File: config.mk
export PLATFORM = sky130hd
export DESIGN_NAME = systolic_wt_stationary_ctrl
export DESIGN_NICKNAME = d
export VERILOG_FILES = /design/src/rtl/systolic_wt_stationary_ctrl.sv
export SDC_FILE = /design/constraint.sdc
export NUM_CORES = 1
export LEC_CHECK = 0
export ABC_CLOCK_PERIOD_IN_PS = 21300
export BUFFER_PORTS_ARGS = -buffer_cell sky130_fd_sc_hd__buf_2
export CAP_MARGIN = 20
export CORE_MARGIN = 5
export CORE_UTILIZATION = 50
export DETAILED_ROUTE_END_ITERATION = 10
export PLACE_DENSITY = 0.81
export SYNTH_ARGS = -nofsm -noshare
export SYNTH_HDL_FRONTEND = slang
export SYNTH_SLANG_ARGS = --single-unit
File: constraint.sdc
create_clock -name clk -period 21.3 [get_ports clk]
set_input_delay 5.325 -clock clk [delete_from_list [all_inputs] [get_ports clk]]
set_output_delay 5.325 -clock clk [all_outputs]
set_load 0.05 [all_outputs]
File: src/rtl/systolic_wt_stationary_ctrl.sv
`default_nettype none
// ============================================================================
// Module   : systolic_wt_stationary_ctrl
// Purpose  : Job sequencer for a ROWS x COLS weight-stationary MAC array.
//            A job first shifts ROWS weight rows into the array, bottom row
//            first. It then streams num_vec activation vectors into the rows
//            with a one-cycle-per-row skew. It flags which bottom-row
//            accumulator outputs hold finished dot products, and which
//            vector each one belongs to.
// Ports    : clk, rst           - clock, synchronous active-high reset
//            start_i, num_vec_i - job request and vector count (IDLE only)
//            busy_o, done_o     - job in flight / one-cycle completion pulse
//            array_control_o    - MAC control (1 = weight load/shift)
//            wt_rd_row_o        - weight buffer row address
//            act_valid_o        - per-row activation valid
//            act_rd_idx_o       - per-row activation vector index
//            out_valid_o        - per-column bottom-row result valid
//            out_idx_o          - per-column result vector index
// Revision : 1.0 - initial release
// ============================================================================
module systolic_wt_stationary_ctrl #(
    parameter  int ROWS  = 4,
    parameter  int COLS  = 4,
    parameter  int IDX_W = 16,
    localparam int RAW_W = $clog2(ROWS)
) (
    input  logic                    clk,
    input  logic                    rst,
    input  logic                    start_i,
    input  logic [IDX_W-1:0]        num_vec_i,
    output logic                    busy_o,
    output logic                    done_o,
    output logic                    array_control_o,
    output logic [RAW_W-1:0]        wt_rd_row_o,
    output logic [ROWS-1:0]         act_valid_o,
    output logic [ROWS*IDX_W-1:0]   act_rd_idx_o,
    output logic [COLS-1:0]         out_valid_o,
    output logic [COLS*IDX_W-1:0]   out_idx_o
);

    // Two extra bits so num_vec + ROWS + COLS - 2 never wraps.
    localparam int CNT_W = IDX_W + 2;

    localparam logic [CNT_W-1:0] C_ONE     = CNT_W'(1);
    localparam logic [CNT_W-1:0] C_ROWS    = CNT_W'(ROWS);
    localparam logic [CNT_W-1:0] C_ROWS_M1 = CNT_W'(ROWS - 1);
    localparam logic [CNT_W-1:0] C_RC2     = CNT_W'(ROWS + COLS - 2);

    typedef enum logic [2:0] {
        IDLE   = 3'd0,
        LOAD_W = 3'd1,
        STREAM = 3'd2,
        DRAIN  = 3'd3,
        DONE   = 3'd4
    } state_t;

    state_t                 state_q, state_d;
    logic [CNT_W-1:0]       cnt_q, cnt_d;
    logic [IDX_W-1:0]       nv_q, nv_d;

    logic                   busy_q, busy_d;
    logic                   done_q, done_d;
    logic                   ctrl_q, ctrl_d;
    logic [RAW_W-1:0]       wt_q, wt_d;
    logic [ROWS-1:0]        av_q, av_d;
    logic [ROWS*IDX_W-1:0]  ai_q, ai_d;
    logic [COLS-1:0]        ov_q, ov_d;
    logic [COLS*IDX_W-1:0]  oi_q, oi_d;

    logic [CNT_W-1:0]       w_nv_ext;
    logic [CNT_W-1:0]       w_nvd_ext;
    logic [CNT_W-1:0]       w_s_end;
    logic [CNT_W-1:0]       w_stream_end;
    logic [CNT_W-1:0]       w_diff;

    assign w_nv_ext     = {2'b00, nv_q};
    assign w_nvd_ext    = {2'b00, nv_d};
    assign w_s_end      = w_nv_ext + C_RC2;
    // STREAM while s < num_vec + ROWS - 1, DRAIN afterwards.
    assign w_stream_end = w_nv_ext + C_ROWS_M1;

    // ------------------------------------------------------------------
    // Next-state logic. In LOAD_W the counter is the load step l; in
    // STREAM/DRAIN it is the step counter s.
    // ------------------------------------------------------------------
    always_comb begin
        state_d = state_q;
        cnt_d   = cnt_q;
        nv_d    = nv_q;
        case (state_q)
            IDLE: begin
                if (start_i) begin
                    state_d = LOAD_W;
                    cnt_d   = '0;
                    nv_d    = num_vec_i;
                end
            end
            LOAD_W: begin
                if (cnt_q == C_ROWS_M1) begin
                    cnt_d   = '0;
                    state_d = (nv_q == '0) ? DONE : STREAM;
                end else begin
                    cnt_d = cnt_q + C_ONE;
                end
            end
            STREAM, DRAIN: begin
                if (cnt_q == w_s_end) begin
                    cnt_d   = '0;
                    state_d = DONE;
                end else begin
                    cnt_d   = cnt_q + C_ONE;
                    state_d = (cnt_d < w_stream_end) ? STREAM : DRAIN;
                end
            end
            DONE: begin
                state_d = IDLE;
            end
            default: begin
                state_d = IDLE;
                cnt_d   = '0;
            end
        endcase
    end

    // ------------------------------------------------------------------
    // Output decode from the next state, so every output is a register
    // that already reflects the state it is reported for.
    // ------------------------------------------------------------------
    always_comb begin
        busy_d = (state_d != IDLE);
        done_d = (state_d == DONE);
        ctrl_d = 1'b0;
        wt_d   = '0;
        av_d   = '0;
        ai_d   = '0;
        ov_d   = '0;
        oi_d   = '0;
        w_diff = '0;

        if (state_d == LOAD_W) begin
            ctrl_d = 1'b1;
            // Reverse row order: row 0's weights are shifted in last.
            wt_d   = RAW_W'(C_ROWS_M1 - cnt_d);
        end

        if ((state_d == STREAM) || (state_d == DRAIN)) begin
            // Row r sees vector s-r: one cycle of skew per row.
            for (int r = 0; r < ROWS; r++) begin
                if (cnt_d >= CNT_W'(r)) begin
                    w_diff = cnt_d - CNT_W'(r);
                    if (w_diff < w_nvd_ext) begin
                        av_d[r] = 1'b1;
                        ai_d[r*IDX_W +: IDX_W] = w_diff[IDX_W-1:0];
                    end
                end
            end
            // Vector k leaves the bottom of column c at step k+ROWS+c.
            for (int c = 0; c < COLS; c++) begin
                if (cnt_d >= (C_ROWS + CNT_W'(c))) begin
                    w_diff = cnt_d - C_ROWS - CNT_W'(c);
                    if (w_diff < w_nvd_ext) begin
                        ov_d[c] = 1'b1;
                        oi_d[c*IDX_W +: IDX_W] = w_diff[IDX_W-1:0];
                    end
                end
            end
        end
    end

    always_ff @(posedge clk) begin
        if (rst) begin
            state_q <= IDLE;
            cnt_q   <= '0;
            nv_q    <= '0;
            busy_q  <= 1'b0;
            done_q  <= 1'b0;
            ctrl_q  <= 1'b0;
            wt_q    <= '0;
            av_q    <= '0;
            ai_q    <= '0;
            ov_q    <= '0;
            oi_q    <= '0;
        end else begin
            state_q <= state_d;
            cnt_q   <= cnt_d;
            nv_q    <= nv_d;
            busy_q  <= busy_d;
            done_q  <= done_d;
            ctrl_q  <= ctrl_d;
            wt_q    <= wt_d;
            av_q    <= av_d;
            ai_q    <= ai_d;
            ov_q    <= ov_d;
            oi_q    <= oi_d;
        end
    end

    assign busy_o          = busy_q;
    assign done_o          = done_q;
    assign array_control_o = ctrl_q;
    assign wt_rd_row_o     = wt_q;
    assign act_valid_o     = av_q;
    assign act_rd_idx_o    = ai_q;
    assign out_valid_o     = ov_q;
    assign out_idx_o       = oi_q;

endmodule
`default_nettype wire
; Yosys cells after proc, flatten, opt, wreduce, memory -nomap -nowiden
; Index checks and enable logic that the tools add are counted.
[classes]
mux = 21
bitwise = 18
n_lt_le_gt_ge = 17
n_addsub = 11
eq_ne = 10
reduce_logical = 22
[op_table]
columns = cell, n
row1 = $lt 18x16->1, 8
row2 = $ge 18x3->1 const B, 4
row3 = $pmux 18 s4, 1
row4 = $sub 18x2->18 const B, 4
row5 = $mux 18, 3
row6 = $ge 18x1->1 const B, 2
row7 = $ge 18x2->1 const B, 2
row8 = $sub 18x1->18 const B, 2
row9 = $mux 16, 2
row10 = $reduce_or 4->1, 8
row11 = $reduce_or 3->1, 8
row12 = $add 18x1->18 const B, 1
row13 = $eq 18x17->1, 1
row14 = $eq 18x2->1 const B, 1
row15 = $lt 18x17->1, 1
row16 = $not 1->1, 18
row17 = $sub 18x3->18 const B, 1
row18 = $add 16x2->17 const B, 1
row19 = $add 16x3->17 const B, 1
row20 = $logic_not 16->1, 1
row21 = $eq 3x2->1 const B, 4
row22 = $mux 3, 4
row23 = $mux 1, 10
row24 = $pmux 3 s3, 1
row25 = other kinds (7), 10
[totals]
output_inout_bits = 141
elab_cells = 122
regBits = 178
input_bits = 19

; Longest topological paths before layout
[depth]
depth_word = 9
ltp_mapped = 31
depth_no_buf = 28

; Worst setup path after synthesis
; OpenSTA, ideal clock, no wires.
[synth_timing]
kind = input-to-reg
startpoint = in start_i
endpoint = reg oi_q[28] (netlist: out_idx_o[28])
stages = 24
t_arrival_ns = 10.966
n_path_buf = 4
setup_slack_ns = 10.254
required_time_ns = 21.220
setup_ns = 0.080
path_cell_list = nand2b_1 and2_1 clkbuf_1 clkbuf_1 clkbuf_1 a22oi_1 ha_1 o211ai_1 or2_1 xnor2_1 inv_2 or4_4 nor2_1 nand2_1 xnor2_1 ha_1 o21ai_0 nand2b_1 a21oi_1 nor2b_1 or4_1 or2_2 clkbuf_1 nor3b_1
[synth_between]
elab_chain_len = 7
elab_cells_between_ends = 17
cone_classes = 2 x add/sub / 2 x order compare / 2 x eq/ne / 6 x mux / 3 x bitwise / 2 x reduce/logical
[synth_rtl]
columns = item, line_no
row1 = "start, declared", 29  ; input logic start_i,
row2 = $mux 18, 92  ; if (start_i) begin
row3 = $pmux 18 s4, 90  ; case (state_q)
row4 = $sub 18x3->18, 160  ; w_diff = cnt_d - C_ROWS - CNT_W'(c);
row5 = $sub 18x1->18, 160
row6 = $lt 18x16->1, 161  ; if (w_diff < w_nvd_ext) begin
row7 = $not 1->1 (no source line), --
row8 = $reduce_or 4->1 (no source line), --
row9 = "end signal, assigned", 194  ; oi_q <= oi_d;
row10 = "end, declared", 68  ; logic [COLS*IDX_W-1:0] oi_q, oi_d;
; Parallel ways exist; a longest one is shown, timed or not.
; A chain may end at the register's enable or synchronous reset.

; Worst setup path after layout
; Same ends and word-level chain as after synthesis.

==> flow_summary.yaml <==
outcome:
  outcome: "finished clean"
clocking:
  cts_hold_buf: 0
  tritoncts: "yes"
  htreeDepth: 4
  root_buffer: "clkbuf_16"
  cts_max_path_buffers: 2
  clk_latency_ns: 0.45
  post_cts_buffers: 0
  cts_resized: 0
  clk_pin_slew_ns: 0.08
  cts_sinks: 178
  numCtsBuffers: 17
placement:
  dpl.cell_count: 1890
  pre_cts_ws_ns: 9.718
  place.gp.congestion: 1.046
  io_buffers: 159
  hpwl_mm: 34.60
die:
  die_h_um: 166.8
  design.die.area_sq_um: 27840
  io_pins: 160
  start_util_pct: 50.73
  die_w_um: 166.8
  rows: 57
  coreArea_sq_um: 24250
detailed_routing:
  num_vias: 11917
  drt_pass1_iterations: 8
  dr.first_iter.drc_count: 1405
  highest_layer: "met4"
  drc: 0
  routed-wl-met3_mm: 5.427
  post_drt_wl_per_cell_um: 23.89
  ant_nets: 0
  vias_per_cell: 6.191
  wl_met2_mm: 19.26
  routed_wl_mm: 45.98
  wl_met1_mm: 19.26
finish:
  layout_commonest_cell: "dfxtp_1"
  fin_nets: 1755
  stdcell_count: 1925
  drive_above_1_share_pct: 16.83
  area_delta_synth_final_pct: 14.40
  layout_common_cells: "dfxtp_1, buf_2, nor2_1, ha_1, xnor2_1"
  fin_util_pct: 58.03
global_route:
  grtUsageTotal_pct: 31.96
  grt_pass1_vias: 11364
  grt_pass1_wl_mm: 69.32
  antenna_found_initial: 0
  grt_overflow: 0
  grt_max_degree: 41
sta:
  finalSetupViolCount: 0
  whs_ns: 0.7140
  period_minus_slack_ns: 11.18
  finalWorstSetupSlack_ns: 10.12
  tightest_slew_ns: 1.136
  skew_ns: 0.01771
  slew_violations: 0
  maxSlewHeadroom_pct: 23.77
  rsz0062_at_grt: "false"
  hold_violations: 0
  fmax_ghz: 0.08943
  setup_tns_ns: 0
  period_share_pct: 52.50
logic_synthesis:
  async_reset_ff_share_pct: 0
  synth_edf_count: 0
  synth.distinct_cells: 78
  ys_warn_count: 0
  synthFlopType: "dfxtp_1"
  synth_seq_cells: 178
  synth_nets: 1609
  syn_area_sq_um: 12300
  seq_area_frac_synth_pct: 28.97
  postSynthCellCount: 1439
  synth.avg_cell_area_sq_um: 8.548
flow_run:
  maxCapViolations: 0
critical_path:
  end_kind: "flip-flop"
  crit_type: "in -> reg"
  critical_path_required_ns: 21.66
  cp_slowest_cell: "xnor2_1"
  worst-path-max-fanout: 29
  crit_buf_inv: 3
  cp.arrival_ns: 11.54
  path_cells: "buf_2 > nand2b_1 > and2_1 > buf_4 > a32oi_4 > ha_1 > o211ai_1 > or2_1 > xnor2_1 > inv_2 > or4_4 > nor2_1 > nand2_1 > xnor2_1 > ha_1 > o21ai_0 > nand2b_1 > a21oi_1 > nor2b_1 > or4_1 > or2_2 > nor3b_1"
  cp_top_family: "simple AND/OR/NAND/NOR gates"
  max_stage_delay_ns: 0.61
  cp-start-kind: "input pin"
worst_hold_path:
  min_path_type: "reg -> reg"
pwr:
  p_leak_nw: 6.260
  irDropWorstVdd_v: 0.00004428
  p_per_area_nw_per_um2: 58.42
[path summary, 6_finish.rpt]
| kind | startpoint | cells after the start | slack, ns | end |
|---|---|---|---|---|
| max | start_i | 22 | 10.12 | out_idx_o[28] |
| min | state_q[1] | 2 | 0.71 | busy_o |
| max reg2reg | nv_q[2] | 28 | 12.25 | out_idx_o[28] |
| min reg2reg | state_q[1] | 2 | 0.71 | busy_o |
[sequential cells by signal, summed over array words and instances, names as in the netlist, 2 cells and up]
register	count
cnt_q	18
wt_rd_row_o	2
out_valid_o	4
nv_q	16
out_idx_o	64
act_rd_idx_o	64
act_valid_o	4
state_q	3
[power by group]
part	switching, mW	total, mW	internal [mW]
Combinational	0.102	0.161	0.0595
Sequential	0.00756	0.343	0.336
Clock	0.160	0.318	0.158
[kinds of logic after synthesis]
kind of cell    count (synthesis)  synth area share, %
xor+xnor                      148                10.66
buf+inv                       128                4.292
fa+ha+maj                     151                15.36
compound gates                260                14.81
mux                            17                1.394
simple gates                  557                24.51
flops                         178                28.97
[layout make-up]
type,count,area [sq um]
clock buffers,17,425.4
multi-input cells,1133,8218
clock inverters,15,161.4
flip-flops and latches,178,3563
fillers,2194,10180
well taps,324,405.4
inverters,60,225.2
repair buffers,195,1066
diodes,3,7.507
[metal layers]
layer  vias up  GRT usage (%)
met2       787          47.62
met3       141          7.514
met1      5549          44.05
li1       5440              -
met4         0          14.16
met5         -              0
[tightest hold or removal path: stages (launching register included)]
cell	delay (ns)
dfxtp_1	0.37
nand2b_1	0.21
a21oi_1	0.09
[cells in the mapped netlist, drive strengths merged, types with 4 or more instances]
cell type    n  area, sq um
buf         20        122.6
o21ai       48        247.7
a21o        40        300.3
nor3b       52        420.4
nor2b       51        319.1
a221o        4        40.04
a211oi      10        75.07
and2         6        37.54
o31ai       14        105.1
clkbuf      48        180.2
nor3        45        245.2
nor4        15        93.84
mux2i       16        160.2
a41oi        5        43.79
o31a         4        35.03
or2          7        43.80
nand3       37        185.2
dfxtp      178         3563
o21a        13        97.59
inv         56        210.2
nor2       152        578.1
and3        11        68.82
a32oi        8        122.6
o211ai       6        45.04
ha         151         1889
o22ai        4        25.02
or4         12        105.1
clkinv       4        15.01
nand2b      16        100.1
or3          7        43.79
and4         6        52.55
a21oi       59        299.0
a31oi        6        43.79
nand4       38        237.7
xor2        38        332.8
nand2       82        307.8
o2111ai      5        43.79
nor4b        8        70.07
a22oi        4        30.03
xnor2      110        978.4
[through the flow]
step                      instance area [sq um]  power [mW]
after global placement                    13480      0.5014
after global routing                      14060      0.8548
after detailed placement                  13480      0.5064
after floorplan                           12300      0.4516
after CTS                                 14060      0.8194
final                                     14070      0.8222
Power figures use the tool's default switching activity.
